$ cat config.mk
export PLATFORM = sky130hd
export DESIGN_NAME = memory_dp_bypass_flat
export DESIGN_NICKNAME = d
export VERILOG_FILES = /design/src/rtl/memory_dp_bypass_pkg.sv /design/src/rtl/memory_dp_bypass_if.sv /design/src/rtl/memory_dp_bypass_init_ctrl.sv /design/src/rtl/memory_dp_bypass.sv /design/src/flat_wrapper.sv
export SDC_FILE = /design/constraint.sdc
export NUM_CORES = 1
export LEC_CHECK = 0
export CAP_MARGIN = 30
export CORE_AREA = 3 3 404 406
export DETAILED_ROUTE_END_ITERATION = 6
export DIE_AREA = 0 0 407 409
export GPL_ROUTABILITY_DRIVEN = 0
export PLACE_DENSITY = 0.42
export SYNTH_ARGS = -nofsm -noshare
export SYNTH_HDL_FRONTEND = slang
export SYNTH_SLANG_ARGS = --single-unit
$ cat constraint.sdc
create_clock -name clk -period 6.2 [get_ports clk]
set_input_delay 1.24 -clock clk [delete_from_list [all_inputs] [get_ports clk]]
set_output_delay 1.24 -clock clk [all_outputs]
set_load 0.05 [all_outputs]
$ cat src/rtl/memory_dp_bypass_pkg.sv
// Shared types for the dual-port buffer RAM: request structs, init FSM states, lane helper.
package memory_pkg;

  // Struct fields are sized for the largest supported configuration and zero-padded.
  localparam int MEM_ADDR_MAX = 16;
  localparam int MEM_BE_MAX   = 16;

  typedef struct packed {
    logic                    wr_vld;
    logic [MEM_ADDR_MAX-1:0] wr_address;
    logic [MEM_BE_MAX-1:0]   wr_be;
  } mem_wr_req_t;

  typedef struct packed {
    logic                    rd_vld;
    logic [MEM_ADDR_MAX-1:0] rd_address;
  } mem_rd_req_t;

  typedef enum logic {INIT, RUN} init_state_t;

  function automatic int byte_lanes(int width);
    return width / 8;
  endfunction

endpackage

$ cat src/rtl/memory_dp_bypass_if.sv
// Requester <-> memory bundle: write port, read port, read response and init status.
interface memory_dp_bypass_if #(
  parameter int WIDTH     = 32,
  parameter int ADDR_BITS = 5
);
  logic                   wr_vld;
  logic [ADDR_BITS-1:0]   wr_address;
  logic [WIDTH-1:0]       wr_data;
  logic [WIDTH/8-1:0]     wr_be;
  logic                   rd_vld;
  logic [ADDR_BITS-1:0]   rd_address;
  logic [WIDTH-1:0]       rd_data;
  logic                   rd_data_vld;
  logic                   init_busy;

  modport master (
    output wr_vld, wr_address, wr_data, wr_be, rd_vld, rd_address,
    input  rd_data, rd_data_vld, init_busy
  );

  modport slave (
    input  wr_vld, wr_address, wr_data, wr_be, rd_vld, rd_address,
    output rd_data, rd_data_vld, init_busy
  );
endinterface

$ cat src/rtl/memory_dp_bypass_init_ctrl.sv
// Post-reset clear sweep FSM; owns the internal write port while the sweep runs.
module memory_init_ctrl
  import memory_pkg::*;
#(
  parameter int WIDTH          = 32,
  parameter int ADDR_BITS      = 5,
  parameter int CLEAR_ON_RESET = 1
) (
  input  logic              clk,
  input  logic              reset,
  input  mem_wr_req_t       usr_wr,
  input  logic [WIDTH-1:0]  usr_wdata,
  output mem_wr_req_t       mem_wr,
  output logic [WIDTH-1:0]  mem_wdata,
  output logic              init_busy
);
  localparam int NB = byte_lanes(WIDTH);
  localparam logic [ADDR_BITS-1:0] LAST = '1;

  init_state_t          state, state_nxt;
  logic [ADDR_BITS-1:0] init_cnt;

  always_ff @(posedge clk) begin
    if (!reset) begin
      state    <= (CLEAR_ON_RESET != 0) ? INIT : RUN;
      init_cnt <= '0;
    end else begin
      state <= state_nxt;
      if (state == INIT) init_cnt <= init_cnt + 1'b1;
    end
  end

  always_comb begin
    state_nxt = state;
    if (state == INIT && init_cnt == LAST) state_nxt = RUN;
  end

  // Sweep owns the write port in INIT, so user writes are dropped rather than queued.
  always_comb begin
    init_busy = (state == INIT);
    mem_wr    = usr_wr;
    mem_wdata = usr_wdata;
    if (state == INIT) begin
      mem_wr                        = '0;
      mem_wr.wr_vld                 = 1'b1;
      mem_wr.wr_address[ADDR_BITS-1:0] = init_cnt;
      mem_wr.wr_be[NB-1:0]          = '1;
      mem_wdata                     = '0;
    end
  end

endmodule

$ cat src/rtl/memory_dp_bypass.sv
// Simple-dual-port RAM with byte enables, write-first collision bypass,
// 1/2-cycle registered read latency and optional post-reset zero sweep.
module memory_dp_bypass
  import memory_pkg::*;
#(
  parameter int WIDTH          = 32,
  parameter int ADDR_BITS      = 5,
  parameter int RD_LATENCY     = 1,
  parameter int CLEAR_ON_RESET = 1
) (
  input  logic               clk,
  input  logic               reset,
  memory_dp_bypass_if.slave  bus
);
  localparam int NB     = byte_lanes(WIDTH);
  localparam int DEPTH  = 1 << ADDR_BITS;
  localparam int STAGES = RD_LATENCY - 1;

  logic [NB-1:0][7:0] mem [DEPTH];

  mem_wr_req_t          usr_wr, mem_wr;
  mem_rd_req_t          rd_req;
  logic [WIDTH-1:0]     mem_wdata;
  logic                 init_busy;
  logic [ADDR_BITS-1:0] wa, ra;
  logic                 rd_fire, collide;
  logic [NB-1:0][7:0]   rd_word;

  logic [STAGES:0]             vld_pipe, vld_nxt;
  logic [STAGES:0][WIDTH-1:0]  dat_pipe, dat_nxt;

  always_comb begin
    usr_wr                           = '0;
    usr_wr.wr_vld                    = bus.wr_vld;
    usr_wr.wr_address[ADDR_BITS-1:0] = bus.wr_address;
    usr_wr.wr_be[NB-1:0]             = bus.wr_be;
    rd_req                           = '0;
    rd_req.rd_vld                    = bus.rd_vld;
    rd_req.rd_address[ADDR_BITS-1:0] = bus.rd_address;
  end

  memory_init_ctrl #(
    .WIDTH(WIDTH), .ADDR_BITS(ADDR_BITS), .CLEAR_ON_RESET(CLEAR_ON_RESET)
  ) u_init (
    .clk(clk), .reset(reset),
    .usr_wr(usr_wr), .usr_wdata(bus.wr_data),
    .mem_wr(mem_wr), .mem_wdata(mem_wdata),
    .init_busy(init_busy)
  );

  assign wa = mem_wr.wr_address[ADDR_BITS-1:0];
  assign ra = rd_req.rd_address[ADDR_BITS-1:0];

  logic unused_hi;
  assign unused_hi = ^{mem_wr.wr_address >> ADDR_BITS, mem_wr.wr_be >> NB,
                       rd_req.rd_address >> ADDR_BITS};

  always_ff @(posedge clk) begin
    if (reset && mem_wr.wr_vld) begin
      for (int b = 0; b < NB; b++)
        if (mem_wr.wr_be[b]) mem[wa][b] <= mem_wdata[8*b +: 8];
    end
  end

  // Write-first: enabled lanes of a same-address write override the stored bytes.
  assign collide = mem_wr.wr_vld && (wa == ra);
  always_comb begin
    rd_word = mem[ra];
    for (int b = 0; b < NB; b++)
      if (collide && mem_wr.wr_be[b]) rd_word[b] = mem_wdata[8*b +: 8];
  end

  assign rd_fire = reset && !init_busy && rd_req.rd_vld;

  // Each stage only captures when its source is valid, so rd_data holds between reads.
  always_comb begin
    vld_nxt    = vld_pipe << 1;
    vld_nxt[0] = rd_fire;
    dat_nxt    = dat_pipe;
    if (rd_fire) dat_nxt[0] = rd_word;
    for (int s = 1; s <= STAGES; s++)
      if (vld_pipe[s-1]) dat_nxt[s] = dat_pipe[s-1];
  end

  always_ff @(posedge clk) begin
    if (!reset) begin
      vld_pipe <= '0;
      dat_pipe <= '0;
    end else begin
      vld_pipe <= vld_nxt;
      dat_pipe <= dat_nxt;
    end
  end

  assign bus.rd_data     = dat_pipe[STAGES];
  assign bus.rd_data_vld = vld_pipe[STAGES];
  assign bus.init_busy   = init_busy;

endmodule

$ cat src/flat_wrapper.sv
// flat-port wrapper written by rule: the top's interface ports become plain ports
module memory_dp_bypass_flat import memory_pkg::*;
#(
  parameter int WIDTH          = 32,
  parameter int ADDR_BITS      = 5,
  parameter int RD_LATENCY     = 1,
  parameter int CLEAR_ON_RESET = 1
)
  (clk, reset, bus_wr_vld, bus_wr_address, bus_wr_data, bus_wr_be, bus_rd_vld, bus_rd_address, bus_rd_data, bus_rd_data_vld, bus_init_busy);
  memory_dp_bypass_if #(.WIDTH(WIDTH), .ADDR_BITS(ADDR_BITS)) bus_i ();
  input  logic clk;
  input  logic reset;
  input wire logic [$bits(bus_i.wr_vld)-1:0] bus_wr_vld;
  input wire logic [$bits(bus_i.wr_address)-1:0] bus_wr_address;
  input wire logic [$bits(bus_i.wr_data)-1:0] bus_wr_data;
  input wire logic [$bits(bus_i.wr_be)-1:0] bus_wr_be;
  input wire logic [$bits(bus_i.rd_vld)-1:0] bus_rd_vld;
  input wire logic [$bits(bus_i.rd_address)-1:0] bus_rd_address;
  output wire logic [$bits(bus_i.rd_data)-1:0] bus_rd_data;
  output wire logic [$bits(bus_i.rd_data_vld)-1:0] bus_rd_data_vld;
  output wire logic [$bits(bus_i.init_busy)-1:0] bus_init_busy;
  assign bus_i.wr_vld = bus_wr_vld;
  assign bus_i.wr_address = bus_wr_address;
  assign bus_i.wr_data = bus_wr_data;
  assign bus_i.wr_be = bus_wr_be;
  assign bus_i.rd_vld = bus_rd_vld;
  assign bus_i.rd_address = bus_rd_address;
  assign bus_rd_data = bus_i.rd_data;
  assign bus_rd_data_vld = bus_i.rd_data_vld;
  assign bus_init_busy = bus_i.init_busy;
  memory_dp_bypass #(.WIDTH(WIDTH), .ADDR_BITS(ADDR_BITS), .RD_LATENCY(RD_LATENCY), .CLEAR_ON_RESET(CLEAR_ON_RESET)) u_core (.clk(clk), .reset(reset), .bus(bus_i));
endmodule
* After elaboration in Yosys (flattened, before gate mapping)
Memory sizes are Yosys's and may differ from the RTL's. A register that Yosys moved wholly into a read port is not among the register bits. Index checks and enable logic that the tools add are counted.
Operators by class: add/subtract/negate cells 1, eq/ne operators 1, mux-type cells 14, bitwise logic cells 1, reductions and logical operators 5
Operators by type and width (count):
- $mux 33 | 1
- $mux 32 | 1
- $mux 1 | 12
- $add 5x1->5 const B | 1
- $eq 5x5->1 const B | 1
- $logic_and 1x1->1 | 4
- $logic_not 1->1 | 1
- $not 1->1 | 1
Word-level totals: register bits 7, memory bits (writable) 1024, input port bits 50, word-level logic and storage cells 26, memories 1
Memories:
- u_core.mem | words 32, bits a word 32, rd ports 1, clocked after memory_dff 1, wr ports 1, line memory_dp_bypass.sv:19 | logic [NB-1:0][7:0] mem [DEPTH];

* Depth between registers and ports, before layout
depth in word-level cells 4, depth in mapped cells 11, mapped depth without buffers 6

* By module
Synthesis repeated with hierarchy kept, for this count alone.
Second synthesis, totals: cell total of the unflattened synthesis 2074, area, all modules 41531.1 um^2
By module, submodules not included:
- memory_dp_bypass | times used 1, cells each 1978, area an instance 40744.1 um^2, seq. area each 31410.1 um^2
- memory_init_ctrl | times used 1, cells each 96, area an instance 787.0 um^2, seq. area each 120.1 um^2

* Worst setup path after synthesis
Ideal clock, no wire load.
path type input-to-reg, start input bus_rd_address[1], end register u_core.dat_pipe, in the netlist u_core.bus.rd_data[16] (read register of u_core.mem), setup time 122 ps, data arrival time 2882 ps, data required time 6078 ps, slack 3197 ps, cell stages on the path 8, cell sequence clkbuf_1 -> buf_2 -> buf_2 -> mux4_2 -> a211oi_1 -> nand2_1 -> and3_1 -> a221o_1
RTL lines:
- from (decl) | line flat_wrapper.sv:18 | input wire logic [$bits(bus_i.rd_address)-1:0] bus_rd_address;
- to (decl) | line memory_dp_bypass.sv:30 | logic [STAGES:0][WIDTH-1:0] dat_pipe, dat_nxt;

* Worst setup path after layout
start register u_core.u_init.state, end memory u_core.mem[25][26] (netlist name) (enable)
Between the ends: word-level cells in the longest chain between the ends 4, elaborated cells on any way between the ends 5, classes of those cells mux (4); reduce/logical (1)
Ends and longest elaborated chain:
- from (decl) | line memory_dp_bypass_init_ctrl.sv:20 | init_state_t state, state_nxt;
- from (signal assigned) | line memory_dp_bypass_init_ctrl.sv:25 | state <= (CLEAR_ON_RESET != 0) ? INIT : RUN;
- from (signal assigned) | line memory_dp_bypass_init_ctrl.sv:28 | state <= state_nxt;
- $mux 33 * | line memory_dp_bypass_init_ctrl.sv:43 | if (state == INIT) begin
- $mux 1 or $logic_and 1x1->1 (tied branches) | line memory_dp_bypass.sv:61, memory_dp_bypass.sv:59
- $mux 1 | line memory_dp_bypass.sv:59 | if (reset && mem_wr.wr_vld) begin
- $mux 1 (not written as such) | line memory_dp_bypass.sv:61 | if (mem_wr.wr_be[b]) mem[wa][b] <= mem_wdata[8*b +: 8];
- to (decl) | line memory_dp_bypass.sv:19
Mark *: on every way between the ends. The rest lies on a longest branch, timed or not.

==> results by group <==
Worst setup path
  • Cells along the critical path: buf_4 -> mux2i_2 -> nand2_1 -> nor3_1 -> buf_4
  • R2R depth: 5
  • Reg2reg start: u_core.u_init.state
  • R2R Path End: u_core.mem[25][26]
  • Worst path buffer plus inverter count: 2
  • CP max-delay cell: nor3_1
  • CP Max Fanout: 42
  • Crit Path Class: register to register
  • Critical path's top delay family: simple AND/OR/NAND/NOR gates
  • Max incr delay on CP: approximately 930 ps
  • CP Launch Type: register
  • Most numerous cell on the critical path: buf_4
  • R2R setup slack: 2510 ps
  • WP data required: around 6600 ps
  • CP Launch Point: u_core.u_init.state
  • Worst EP arrival: a little over 4000 ps
  • CP Capture Type: register

GRT
  • Vias in the first global route: between 20000 and 25000
  • Met3 Use GR: 4.997%
  • Total track usage: 15.03%
  • First-pass GRT wire length: between 150000 and 200000 microns
  • Initial antenna violation count: 2
  • GR peak layer: met2
  • Met2 Usage GRT: between 20% and 30%
  • Met1 GRT Util: a little over a fifth
  • Remaining Overflow, GRT: 0
  • Largest net degree at the start of global routing: 100

Clock network
  • Later-pin clock latency in the skew report: a little over 700 ps
  • CTS Hold Bufs: 0
  • TritonCTS Buffers: around 110
  • Post-CTS sizing: 0
  • CTS sink count: 1063
  • Clock transition at path regs: about 60 ps
  • Post-CTS Setup Bufs: 0
  • Clock Tree Buf Depth: 3
  • # H-tree levels: 3
  • Root Buffer: clkbuf_16
  • CTS tree: built

Worst hold path
  • Hold Startpoint: u_core.bus.rd_data[14]
  • Hold Path Class: register to register
  • Worst Hold End: u_core.bus.rd_data[14]
  • Worst Hold Path Cells: 2

Power
  • P_leak: approximately 17 nW
  • Worst vdd ir: 0.0001950 V
  • Power density over cell area: between 200 and 300 nW/um^2
  • Total power: ~0.015 W

Final layout
  • Most used cells in the layout excluding fill and tap cells: edfxtp_1 (1024), mux4_2 (179), buf_4 (175)
  • Final core occ: between 30% and 40%
  • Syn-to-layout area delta: 19.92%
  • Post-layout nets: 2490
  • Design area: 49820 sq um
  • Commonest non-fill, non-tap cell in the layout: edfxtp_1
  • Layout cells sized above 1: 22.26%

STA
  • Clock skew: ~22 ps
  • Slew Limit Fails: 0
  • RSZ-0062 raised after global routing: false
  • Slew HR: a little over a fifth
  • Post-route minimum period: between 3000 and 4000 ps
  • Maximum clock frequency: approximately 270 MHz
  • Slew at the pin closest to its max-slew limit: about 1200 ps
  • Hold Fails Final Rpt: 0
  • Final setup vio count: 0
  • Setup Total Neg Slack: 0 ps
  • Final Cycle Share: around three fifths

Logic synthesis
  • Area share of the largest cell type after synthesis: 74.02%
  • Post-Syn Instances: about 2200
  • Seq cells post-synth: 1063
  • Synth area leader: edfxtp_1
  • Mapped Area: roughly 42000 sq um
  • Post-Syn Area per Cell: 19.07 sq um
  • Largest cells by area after synthesis: edfxtp_1 (74%), mux4_2 (9.7%), mux2i_1 (3.9%), dfxtp_1 (1.9%), a22oi_1 (1.7%)
  • Mapped Nets: between 2000 and 2500
  • Synthesis Warnings: 0
  • Synth cell types: 44
  • Seq/Total Area, Yosys: between 70% and 80%

Floorplan
  • Die height: slightly above 400 microns
  • Core Area: about 160000 sq um
  • Die Area: 166500 sq um
  • Die width: approximately 400 microns
  • Num rows: about 150
  • Num ports: 84
  • Starting density of the core: around a quarter

Route
  • 1st-pass router iterations: 5
  • Remaining antenna violation count after routing: 0
  • First DRT Iteration DRCs: about 2000
  • DRC viols: 0
  • Post-DR wirelength/cell: around 27 microns
  • Via-to-Cell Ratio: about 4.8
  • Final WL: 126100 microns
  • Routed via count: roughly 22000

Place
  • Post-DP Area: roughly 46000 sq um
  • Port Buffers: between 80 and 90
  • Hpwl dp: 84070 microns

Status
  • Status: completed

Flow run
  • Max-Cap Viols: 0
==> worst min-delay path: stages, from the launching register on <==
cell and delay (ps):
dfxtp_1 340, nand2_1 60, o211ai_1 70
==> metal layers <==
metal	vias up	routed length (microns)
li1	9482	-
met1	11873	56100
met2	763	56860
met3	152	10790
met4	0	2335
met5	-	0
==> final cells by class <==
type | count | area, sq um
diodes | 4 | 10.01
clock buffers | 128 | 2841
clock inverters | 65 | 619.3
fillers | 15490 | 110400
inverters | 21 | 78.83
multi-input cells | 954 | 9344
flip-flops and latches | 1063 | 31530
well taps | 2160 | 2703
repair buffers | 289 | 2689
==> state kept, by name, indices dropped and copies added, names as in the netlist <==
register / cells
u_core.u_init.init_cnt: 5
u_core.u_init.state: 1
u_core.bus.rd_data_vld: 1
u_core.bus.rd_data: 32
u_core.mem: 1024
==> report_power, final <==
part,switching [W],leakage (nW),internal (W)
clock,0.00271,1.69,0.00374
sequential,0.0000144,10.3,0.00780
combinational,0.000422,4.63,0.000216
total,0.00315,16.6,0.0118
==> stage by stage <==
step	instances	hold WS, ps	setup WS [ps]
floorplan	2178	543.3	3197
global placement	4446	486.4	1218
detailed placement	4483	494.2	1830
CTS	4676	503.0	2466
global route	4680	529.7	2371
finish	4684	495.4	2505
==> cell families after synthesis <==
family,after synthesis,share of synthesized area [%]
DFF,1063,75.90
xor gates and xnor gates,7,0.1476
AOI/OAI and AO/OA,221,3.819
and+or+nand+nor,383,4.602
muxes,341,13.62
buffers and inverters,161,1.846
adders and majority gates,2,0.06023
==> cells in the mapped netlist, drive strengths merged <==
master	count
nor3b	1
clkbuf	67
a31oi	5
or2	1
nor3	132
ha	2
a211oi	17
a21oi	16
buf	73
a32oi	1
a221o	16
mux2	1
dfxtp	39
edfxtp	1024
xnor2	7
nand3	41
o21ai	3
nand4	18
nor2	26
a22o	1
and3	14
nand3b	4
and3b	1
nand2	102
nand2b	2
o21a	2
mux2i	161
inv	21
o211ai	16
nor2b	10
a22oi	92
o32a	1
mux4	179
and2	31
o22ai	51
==> worst max-delay path by stage <==
| stage | end | slack [ps] | cells past startpoint |
|---|---|---|---|
| 2_1_floorplan | u_core.bus.rd_data[16] | 3200 | 8 |
| 3_3_place_gp | u_core.bus.rd_data[28] | 1220 | 7 |
| 3_5_place_dp | u_core.mem[25][11] | 1830 | 5 |
| 4_1_cts | u_core.mem[25][8] | 2470 | 4 |
| 5_1_grt | u_core.mem[25][24] | 2370 | 5 |
| 6_report | u_core.mem[25][26] | 2510 | 5 |
Power figures use the tool's default switching activity.
